File: src/rtl/seq_divider.sv
// Multi-cycle restoring divider for RV32M DIV/DIVU/REM/REMU.
// Produces one quotient bit per cycle; busy stalls the pipeline and done pulses once when the result is ready.
module seq_divider #(
  parameter int unsigned n = 32
) (
  input  logic         clk,
  input  logic         rst,
  input  logic         start,
  input  logic         kill,
  input  logic [1:0]   op,
  input  logic [n-1:0] dividend,
  input  logic [n-1:0] divisor,
  output logic         busy,
  output logic         done,
  output logic [n-1:0] result
);

  typedef enum logic [1:0] {IDLE, CALC, FIX} state_t;

  localparam int unsigned CW = $clog2(n + 1);
  localparam logic [n-1:0] MIN_NEG = {1'b1, {(n-1){1'b0}}};

  state_t         state_q, state_d;
  logic [CW-1:0]  count_q, count_d;
  logic [n-1:0]   rem_q, rem_d;
  logic [n-1:0]   quo_q, quo_d;
  logic [n-1:0]   dvs_q, dvs_d;
  logic           neg_quo_q, neg_quo_d;
  logic           neg_rem_q, neg_rem_d;
  logic           sel_rem_q, sel_rem_d;
  logic           busy_q, busy_d;
  logic           done_q, done_d;
  logic [n-1:0]   result_q, result_d;

  logic           a_neg, b_neg, div_zero, overflow;
  logic [n-1:0]   a_mag, b_mag, quo_fix, rem_fix;
  logic [n:0]     rem_sh, trial;

  always_comb begin
    state_d   = state_q;
    count_d   = count_q;
    rem_d     = rem_q;
    quo_d     = quo_q;
    dvs_d     = dvs_q;
    neg_quo_d = neg_quo_q;
    neg_rem_d = neg_rem_q;
    sel_rem_d = sel_rem_q;
    busy_d    = busy_q;
    done_d    = 1'b0;
    result_d  = result_q;

    a_neg    = ~op[0] & dividend[n-1];
    b_neg    = ~op[0] & divisor[n-1];
    a_mag    = a_neg ? ('0 - dividend) : dividend;
    b_mag    = b_neg ? ('0 - divisor) : divisor;
    div_zero = (divisor == '0);
    overflow = ~op[0] & (dividend == MIN_NEG) & (divisor == '1);

    // The shifted remainder is always below 2*divisor, so n+1 bits hold it and the top bit of trial is the borrow.
    rem_sh  = {rem_q, quo_q[n-1]};
    trial   = rem_sh - {1'b0, dvs_q};
    quo_fix = neg_quo_q ? ('0 - quo_q) : quo_q;
    rem_fix = neg_rem_q ? ('0 - rem_q) : rem_q;

    case (state_q)
      IDLE: begin
        if (start && !kill) begin
          sel_rem_d = op[1];
          busy_d    = 1'b1;
          if (div_zero || overflow) begin
            // Special cases preload the final values unsigned and skip the iterations.
            quo_d     = div_zero ? '1 : MIN_NEG;
            rem_d     = div_zero ? dividend : '0;
            neg_quo_d = 1'b0;
            neg_rem_d = 1'b0;
            state_d   = FIX;
          end else begin
            rem_d     = '0;
            quo_d     = a_mag;
            dvs_d     = b_mag;
            neg_quo_d = a_neg ^ b_neg;
            neg_rem_d = a_neg;
            count_d   = CW'(n);
            state_d   = CALC;
          end
        end
      end
      CALC: begin
        if (!trial[n]) begin
          rem_d = trial[n-1:0];
          quo_d = {quo_q[n-2:0], 1'b1};
        end else begin
          rem_d = rem_sh[n-1:0];
          quo_d = {quo_q[n-2:0], 1'b0};
        end
        count_d = count_q - 1'b1;
        if (count_q == CW'(1)) state_d = FIX;
      end
      FIX: begin
        result_d = sel_rem_q ? rem_fix : quo_fix;
        done_d   = 1'b1;
        busy_d   = 1'b0;
        state_d  = IDLE;
      end
      default: state_d = IDLE;
    endcase

    if (kill) begin
      state_d  = IDLE;
      busy_d   = 1'b0;
      done_d   = 1'b0;
      result_d = result_q;
    end
  end

  always_ff @(posedge clk) begin
    if (rst) begin
      state_q   <= IDLE;
      count_q   <= '0;
      rem_q     <= '0;
      quo_q     <= '0;
      dvs_q     <= '0;
      neg_quo_q <= 1'b0;
      neg_rem_q <= 1'b0;
      sel_rem_q <= 1'b0;
      busy_q    <= 1'b0;
      done_q    <= 1'b0;
      result_q  <= '0;
    end else begin
      state_q   <= state_d;
      count_q   <= count_d;
      rem_q     <= rem_d;
      quo_q     <= quo_d;
      dvs_q     <= dvs_d;
      neg_quo_q <= neg_quo_d;
      neg_rem_q <= neg_rem_d;
      sel_rem_q <= sel_rem_d;
      busy_q    <= busy_d;
      done_q    <= done_d;
      result_q  <= result_d;
    end
  end

  assign busy   = busy_q;
  assign done   = done_q;
  assign result = result_q;

endmodule
File: config.mk
export PLATFORM = sky130hd
export DESIGN_NAME = seq_divider
export DESIGN_NICKNAME = d
export VERILOG_FILES = /design/src/rtl/seq_divider.sv
export SDC_FILE = /design/constraint.sdc
export NUM_CORES = 1
export LEC_CHECK = 0
export ABC_AREA = 1
export BUFFER_PORTS_ARGS = -buffer_cell sky130_fd_sc_hd__buf_2
export CAP_MARGIN = 20
export CORE_MARGIN = 2
export CORE_UTILIZATION = 65
export DETAILED_ROUTE_END_ITERATION = 8
export PLACE_DENSITY = 0.81
export SLEW_MARGIN = 20
export SYNTH_ARGS = -nofsm -noshare
export SYNTH_HDL_FRONTEND = slang
export SYNTH_SLANG_ARGS = --single-unit
File: constraint.sdc
create_clock -name clk -period 4.7 [get_ports clk]
set_clock_uncertainty 0.05 [all_clocks]
set_input_delay 0.235 -clock clk [delete_from_list [all_inputs] [get_ports clk]]
set_output_delay 0.235 -clock clk [all_outputs]
set_load 0.005 [all_outputs]
### After elaboration in Yosys (flattened, before gate mapping)

Index checks and enable logic that the tools add are counted.

* $add $sub $neg: 6
* equality and inequality tests: 8
* multiplexer cells: 27
* bitwise operators: 8
* reductions and logical operators: 15

Operators with widths (count)
* $mux W32: 11
* $pmux W32 S2: 2
* $sub A1 B32 Y32 const A: 4
* $eq A32 B32 Y1 const B: 2
* $sub A33 B32 Y33: 1
* $logic_not A32 Y1: 1
* $mux W31: 1
* $mux W6: 2
* $pmux W6 S2: 1
* $reduce_and A2 Y1: 5
* $eq A6 B1 Y1 const B: 1
* $mux W2: 3
* $ne A2 B2 Y1 const B: 3
* $reduce_and A3 Y1: 2
* $sub A6 B1 Y6 const B: 1
* $mux W1: 5
* $and A1 B1 Y1: 4
* $pmux W2 S2: 1
* $reduce_bool A2 Y1: 2
* $not A1 Y1: 3
* $eq A2 B1 Y1 const B: 1
* $eq A2 B2 Y1 const B: 1
* $logic_not A2 Y1: 1
* $pmux W1 S2: 1
* other kinds (5): 5

* input bits: 70
* logic and storage cells: 75
* output and inout port bits: 34
* bits in registers: 141

### Depth between registers and ports, before layout

Gate-level depths: netlist of run 1.

* depth after elaboration: 7
* depth in mapped cells: 18
* gate-level depth less buffers: 17

### Worst setup path after synthesis of run 1

No wires, ideal clock.

* path kind: reg2reg
* start point: reg quo_q[31]
* end point: reg rem_q[16]
* period minus slack after synthesis: 2.309 ns
* cell stages (with the launch flop): 19
* buffers on the path: 1
* arrival: 2.140 ns
* required time: 4.531 ns
* library setup time: 0.119 ns
* setup slack: 2.391 ns
* cell sequence: dfxtp_1 inv_1 ha_1 fa_1 inv_1 nand3_1 nand2_2 nand2_1 nand2_2 nand2_2 nand2_2 nand2_4 nand2_4 nand2_4 nand2_2 buf_4 nand2_1 nand3_1 a21oi_1

* cells in the longest elaborated chain, start to end: 3

RTL lines
* start, declared: RTL line 26 `logic [n-1:0] quo_q, quo_d;`
* start signal, assigned: RTL line 133 `quo_q <= quo_d;`
* $sub A33 B32 Y33: RTL line 61 `trial = rem_sh - {1'b0, dvs_q};`
* $mux W32: RTL line 89 `if (!trial[n]) begin`
* $pmux W32 S2: RTL line 65 `case (state_q)`
* end signal, assigned: RTL line 132 `rem_q <= rem_d;`
* end, declared: RTL line 25 `logic [n-1:0] rem_q, rem_d;`

Every way passes these cells.
A chain may end at the register's enable or synchronous reset.

### Worst setup path in the final report of run 1

* start point: reg quo_q[31]
* end point: reg rem_q[28]

The elaborated chain is that of the path after synthesis.

==> results of run 1 <==
-- layer usage --
| metal | GRT usage | wire [microns] | vias to the layer above |
|---|---|---|---|
| met2 | 0.661 | 19600 | 967 |
| met5 | 0 | 13 | - |
| li1 | - | - | 7442 |
| met1 | 0.590 | 18800 | 7019 |
| met3 | 0.0884 | 5720 | 165 |
| met4 | 0.169 | 2210 | 2 |
-- cell type report --
type,instances,area share
Tap cell,270,0.0235
Clock buffer,17,0.0296
Sequential cell,141,0.196
Inverter,418,0.109
Multi-Input combinational cell,1667,0.587
Timing Repair Buffer,113,0.0411
Clock inverter,15,0.0133
Antenna cell,1,0.000174
-- report_power, final --
group          total, uW  internal (uW)  switching, uW
registers           1370           1270            103
clock network       1460            812            644
logic               1860            566           1290
total               4680           2640           2040
-- cell families (layout without fill, tap and decap cells) --
group | after synthesis | count (layout) | share of synthesized area
buffers and inverters | 493 | 563 | 0.147
xor gates and xnor gates | 54 | 54 | 0.0359
DFF | 141 | 141 | 0.214
AOI/OAI and AO/OA | 395 | 395 | 0.175
other | 0 | 1 | 0
and+or+nand+nor | 1178 | 1178 | 0.389
adders and majority gates | 40 | 40 | 0.0385
-- state kept, by name (all words and copies together), names as in the netlist --
name / flops
count_q: 6
neg_rem_q: 1
state_q: 2
dvs_q: 32
sel_rem_q: 1
result: 32
neg_quo_q: 1
busy: 1
quo_q: 32
rem_q: 32
done: 1
-- cell usage after synthesis (all sizes together) (2+ instances only) --
cell type  number  area, sq um
nand4          37          253
xor2           44          385
dfxtp         141         2820
buf            27          193
ha             39          488
and3            3         18.8
inv           416         1560
o21ai         157          786
o221ai          2         17.5
nand3b          5         37.5
clkbuf         48          180
nand3         230         1190
or2             9         56.3
nor3           37          223
clkinv          2         7.51
nor4            2         27.5
xnor2          10         87.6
nand2         648         2500
a31oi           6         37.5
o211ai         11         82.6
nor2          203          790
and2            4         25.0
o21a           14          105
o31ai           4         30.0
o21bai         11         82.6
o22ai          22          263
a21oi         165          882
-- per-stage QoR --
stage | util | hold slack [ns] | instances
after CTS | 0.717 | 0.0388 | 2641
after floorplan | - | 0.332 | 2301
final | 0.717 | 0.0369 | 2642
after detailed placement | 0.687 | 0.407 | 2609
after global routing | 0.717 | 0.0503 | 2641
after global placement | 0.686 | 0.398 | 2609
-- worst paths after layout --
kind	start	end	slack, ns	cells past startpoint
min	rst	count_q[5]$_SDFFE_PP0P_	0.04	2
max reg2reg	quo_q[31]$_SDFFE_PP0P_	rem_q[28]$_SDFFE_PP0P_	1.95	16
min reg2reg	dvs_q[30]$_SDFFE_PP0P_	dvs_q[30]$_SDFFE_PP0P_	0.42	2
max	quo_q[31]$_SDFFE_PP0P_	rem_q[28]$_SDFFE_PP0P_	1.95	16
-- layout by cell type (no fill, tap or decap), types with 6 or more instances in the layout --
cell type,instances
a21oi_1,152
a21oi_2,12
a31oi_1,6
buf_2,103
buf_4,10
clkbuf_16,17
dfxtp_1,141
ha_1,39
inv_1,406
inv_2,11
nand2_1,632
nand2_2,10
nand2_4,6
nand3_1,223
nand3_2,6
nand4_1,35
nor2_1,192
nor2_2,7
nor3_1,32
o211ai_1,11
o21a_1,14
o21ai_0,153
o21bai_1,11
o22ai_2,20
or2_2,8
xnor2_1,10
xor2_1,44
==> metrics.txt, run 1 <==
Worst-path clk slew 0.07 ns; layout cells sized above 1 0.101; WP data arrival 3.07 ns; Final nets about 2500; final number of max-transition violations 0; io pins 104; CTS tree yes; MaxCap Viol Count 0; Worst Path Buf+Inv 2; Routed WL between 40 and 50 mm; largest delay contributor family on the critical path simple AND/OR/NAND/NOR gates; Setup WS post-layout 1.95 ns; final instance area 0.0144 sq mm; die width 146 microns; placed cell area approximately 0.014 sq mm; max incr delay on CP 0.42 ns; DRT Pass-1 Iters 6; Clock Sinks 141; setup bufs post-CTS 0; CP Class register to register; Max Fclk 364 MHz; Core Footprint roughly 0.02 sq mm; vias per cell 5.90; largest net degree at the start of global routing 69; TritonCTS Buffers 17; RSZ-0062 raised after global routing no; crit path max fanout 16; Seq/Total Area, Yosys 0.214; Hold Crit Class input pin to register; Yosys cell types slightly above 50; setup TNS 0 ns; Reg area between 0.002 and 0.003 sq mm; vias in the first global route between 10000 and 15000; critical path's slowest cell fa_1; Resized Gates After CTS 0; Port Buffers 103; type of origin of the critical path register; CP Data Required Time 5.02 ns; Site Rows 52; initial antenna violation count 1; worst vdd ir roughly 0.28 mV; Max Root-Sink Buffers 2; Post-Syn Area per Cell 5.73 sq um; DRC Markers 0; overall routing resource usage 0.429; Syn. warnings 0; P per Cell Area between 300 and 400 mW/mm^2; Layout fillers 1826; gr ovfl total 0; CP Capture Type register; Cells after Synth 2301; status finished, final reports clean; fin crit share 0.585; Clock Latency Late Sink 0.44 ns; Slew headroom 0.301; cell mode on critical path nand2_2; area of the multi-input gates 0.00844 sq mm; hpwl dp 36.1 mm; Syn Nets 2411; initial core utilization 0.658; Leakage around 0.0076 uW; Pwr Total 4680 uW; clock root buffer clkbuf_16; crit path cell chain inv_1, ha_1, fa_1, inv_1, nand3_1, nand2_2, nand2_1, nand2_2, nand2_2, nand2_2, nand2_4, nand3_4, nand3_2, nand2_1, nand2_1, a21oi_2; final hold viol count 0; GP Congestion around 1.0; Tmin final 2.75 ns; Final ANT Viol Nets 0; first-pass GRT wire length 73.0 mm; Place WS 2.01 ns; final-report setup violation count 0; Via Count 15600; initial DRC count ~2200; DR WL/cell between 15 and 20 microns; EDFF count, synth 0; Main synth FF type dfxtp_1; Tightest Pin Transition 1.04 ns; Seq cells post-synth ~140; Synth-to-Final Area Change 9.07%; hold-fix buffers at CTS 0; Die Ht 146 microns; FFs w/ async S/R, synth 0; Netlist Area Pre-Place 0.0132 sq mm; H-tree levels 4; Die Area 0.0214 sq mm
(Power assumes the default switching activity.)
==> run 2: changes to the inputs <==
--- a/config.mk
+++ b/config.mk
@@ -9,9 +9,9 @@
 export BUFFER_PORTS_ARGS = -buffer_cell sky130_fd_sc_hd__buf_2
 export CAP_MARGIN = 20
 export CORE_MARGIN = 2
-export CORE_UTILIZATION = 65
+export CORE_UTILIZATION = 56
 export DETAILED_ROUTE_END_ITERATION = 8
-export PLACE_DENSITY = 0.81
+export PLACE_DENSITY = 0.74
 export SLEW_MARGIN = 20
 export SYNTH_ARGS = -nofsm -noshare
 export SYNTH_HDL_FRONTEND = slang
==> constraint.sdc (replaced) <==
create_clock -name clk -period 2.5 [get_ports clk]
set_clock_uncertainty 0.05 [all_clocks]
set_input_delay 0.125 -clock clk [delete_from_list [all_inputs] [get_ports clk]]
set_output_delay 0.125 -clock clk [all_outputs]
set_load 0.005 [all_outputs]
==> metrics.txt, run 2 (synthesis gave the netlist of run 1 again) <==
Worst R2R End rem_q[18]$_SDFFE_PP0P_; Tmin final 2.37 ns (-0.383 ns); CP Data Required Time 2.82 ns (-2.20 ns); Clock Sinks 141 (unchanged); initial core utilization 0.567 (-0.0911); final number of max-transition violations 0 (unchanged); initial antenna violation count 0 (-1); Slew headroom 0.586 (+0.285); RSZ-0062 raised after global routing yes; WP data arrival 2.69 ns (-0.38 ns); Hold Path Depth 3 (+1); P per Cell Area 594 mW/mm^2 (+82%); final hold viol count 0 (unchanged); hold_ws 0.00900 ns (-0.0280 ns); Reg area 0.00283 sq mm (+0.27%); most common cell after layout, fill and taps aside nand2_1; most frequent cells in the layout nand2_1, inv_1, nand3_1; first-pass GRT wire length 73.9 mm (+1.1%); overall routing resource usage 0.386 (-0.0433); setup TNS 0 ns (unchanged); vias in the first global route 13900 (-1.3%); reg-to-reg setup timing slack 0.13 ns (-1.82 ns); Die Ht 157 microns (+7.5%); Hold Crit Class input pin to register; die width 157 microns (+7.5%); Layout fillers 2282 (+25%); crit path cell chain inv_1, ha_2, nand2_2, inv_2, nand2_1, nand2_1, nand2_1, nand2_1, a21oi_4, nand3_2, buf_4, nand3_1, nand3_2, a21oi_2; Port Buffers 103 (unchanged); initial DRC count 1823 (-16%); DR WL/cell 17.6 microns (about the same); hpwl dp 38.0 mm (+5.3%); area of the multi-input gates 0.00861 sq mm (+2.1%); crit path max fanout 11 (-5); Core Footprint 0.0233 sq mm (+16%); Routed WL 48.3 mm (+4.0%); Place WS 0.0458 ns (-1.96 ns); Max Root-Sink Buffers 2 (unchanged); layout cells sized above 1 0.134 (+0.0329); cell mode on critical path nand2_1; max incr delay on CP 0.34 ns (-0.08 ns); Final ANT Viol Nets 0 (unchanged); WHS Endpoint dvs_q[24]$_SDFFE_PP0P_; utilization after layout 0.652 (-0.0657); critical path's slowest cell ha_2; Reg2Reg Depth 14 (-2); status finished, final reports clean; CP Capture Type register; Clock Latency Late Sink 0.44 ns (about the same); largest net degree at the start of global routing 107 (+55%); DRC Markers 0 (unchanged); MaxCap Viol Count 0 (unchanged); TritonCTS Buffers 17 (unchanged); hold path startpoint divisor[24]; reg-to-reg critical path startpoint dvs_q[19]$_SDFFE_PP0P_; fin crit share 0.946 (+0.361); DRT Pass-1 Iters 9 (+3); Tightest Pin Transition 0.614 ns (-0.430 ns); vias per cell 5.64 (-4.5%); CTS tree yes; CP Class register to register; H-tree levels 4 (unchanged); Worst-path clk slew 0.08 ns (about the same); GP Congestion 1.05 (+0.77%); Via Count 15500 (-0.57%); gr ovfl total 0 (unchanged); Leakage 0.00792 uW (+4.3%); # diodes 0 (-1); clock root buffer clkbuf_16; Final nets 2528 (+2.4%); io pins 104 (unchanged); Synth-to-Final Area Change 15.0%; Setup WS post-layout 0.134 ns (-1.82 ns); final-report setup violation count 0 (unchanged); worst vdd ir 0.448 mV (+60%); Site Rows 56 (+7.7%); Die Area 0.0248 sq mm (+16%); Max Fclk 423 MHz (+16%); type of origin of the critical path register
[run 2: cell types whose count changed in the layout (fill, tap and decap cells not counted), moves of 5 or more]
| cell | previous run | this run |
|---|---|---|
| buf_12 | 0 | 6 |
| buf_4 | 10 | 54 |
| dfxtp_1 | 141 | 135 |
| dfxtp_2 | 0 | 6 |
| dlygate4sd3_1 | 0 | 5 |
| ha_1 | 39 | 30 |
| ha_4 | 0 | 5 |
[run 2: report_power, final]
group	switching, uW	total [uW]	internal [uW]
clock network	1260	2620	1360
registers	159	2540	2380
logic	2600	3850	1250
[run 2: worst max path at each step]
stage                            from  cells after the start                endpoint
2_1_floorplan  quo_q[31]$_SDFFE_PP0P_                     18  rem_q[16]$_SDFFE_PP0P_
3_3_place_gp   quo_q[31]$_SDFFE_PP0P_                     16  rem_q[25]$_SDFFE_PP0P_
3_5_place_dp   quo_q[31]$_SDFFE_PP0P_                     17   rem_q[9]$_SDFFE_PP0P_
4_1_cts        quo_q[31]$_SDFFE_PP0P_                     17   rem_q[9]$_SDFFE_PP0P_
5_1_grt        dvs_q[19]$_SDFFE_PP0P_                     14  rem_q[18]$_SDFFE_PP0P_
6_report       dvs_q[19]$_SDFFE_PP0P_                     14  rem_q[18]$_SDFFE_PP0P_
[run 2: through the flow]
stage | instances | cell area (sq um) | total power (uW)
after floorplan | 2301 | 13200 | 5050
after global placement | 2707 | 14200 | 6110
after detailed placement | 2707 | 14200 | 6150
after CTS | 2744 | 14900 | 8760
after global routing | 2750 | 15200 | 9520
final | 2750 | 15200 | 9010
[run 2: final cells by class]
cell class              count  share of cell area
multi-input cells        1667               0.568
flip-flops and latches    141               0.187
inverters                 418               0.103
repair buffers            173              0.0753
clock buffers              17              0.0281
well taps                 319              0.0263
clock inverters            15              0.0121
[run 2: critical path, delay by kind of cell (launching register included)]
kind / cells / cell delay, ns
AND/OR/NAND/NOR: 8 / 0.80
AO/OA/AOI/OAI: 2 / 0.41
adder cells (fa/ha/maj): 1 / 0.34
buffers and inverters: 3 / 0.40
flip-flops: 1 / 0.31
[run 2: timing repair]
| action | in CTS | in global routing |
|---|---|---|
| hold endpoints to repair | 10 | 0 |
| gates resized for setup | 0 | 44 |
| hold buffers | 5 | 0 |
| setup buffers | 0 | 4 |
| endpoints found under the setup margin | 0 | 39 |
[run 2: routing by layer]
layer  part of all wire  vias up  global-route usage
met1               0.43     7004               0.544
met5                  0        -                   0
met3               0.10      116              0.0650
met4              0.039        0               0.149
li1                   -     7557                   -
met2               0.43      829               0.586
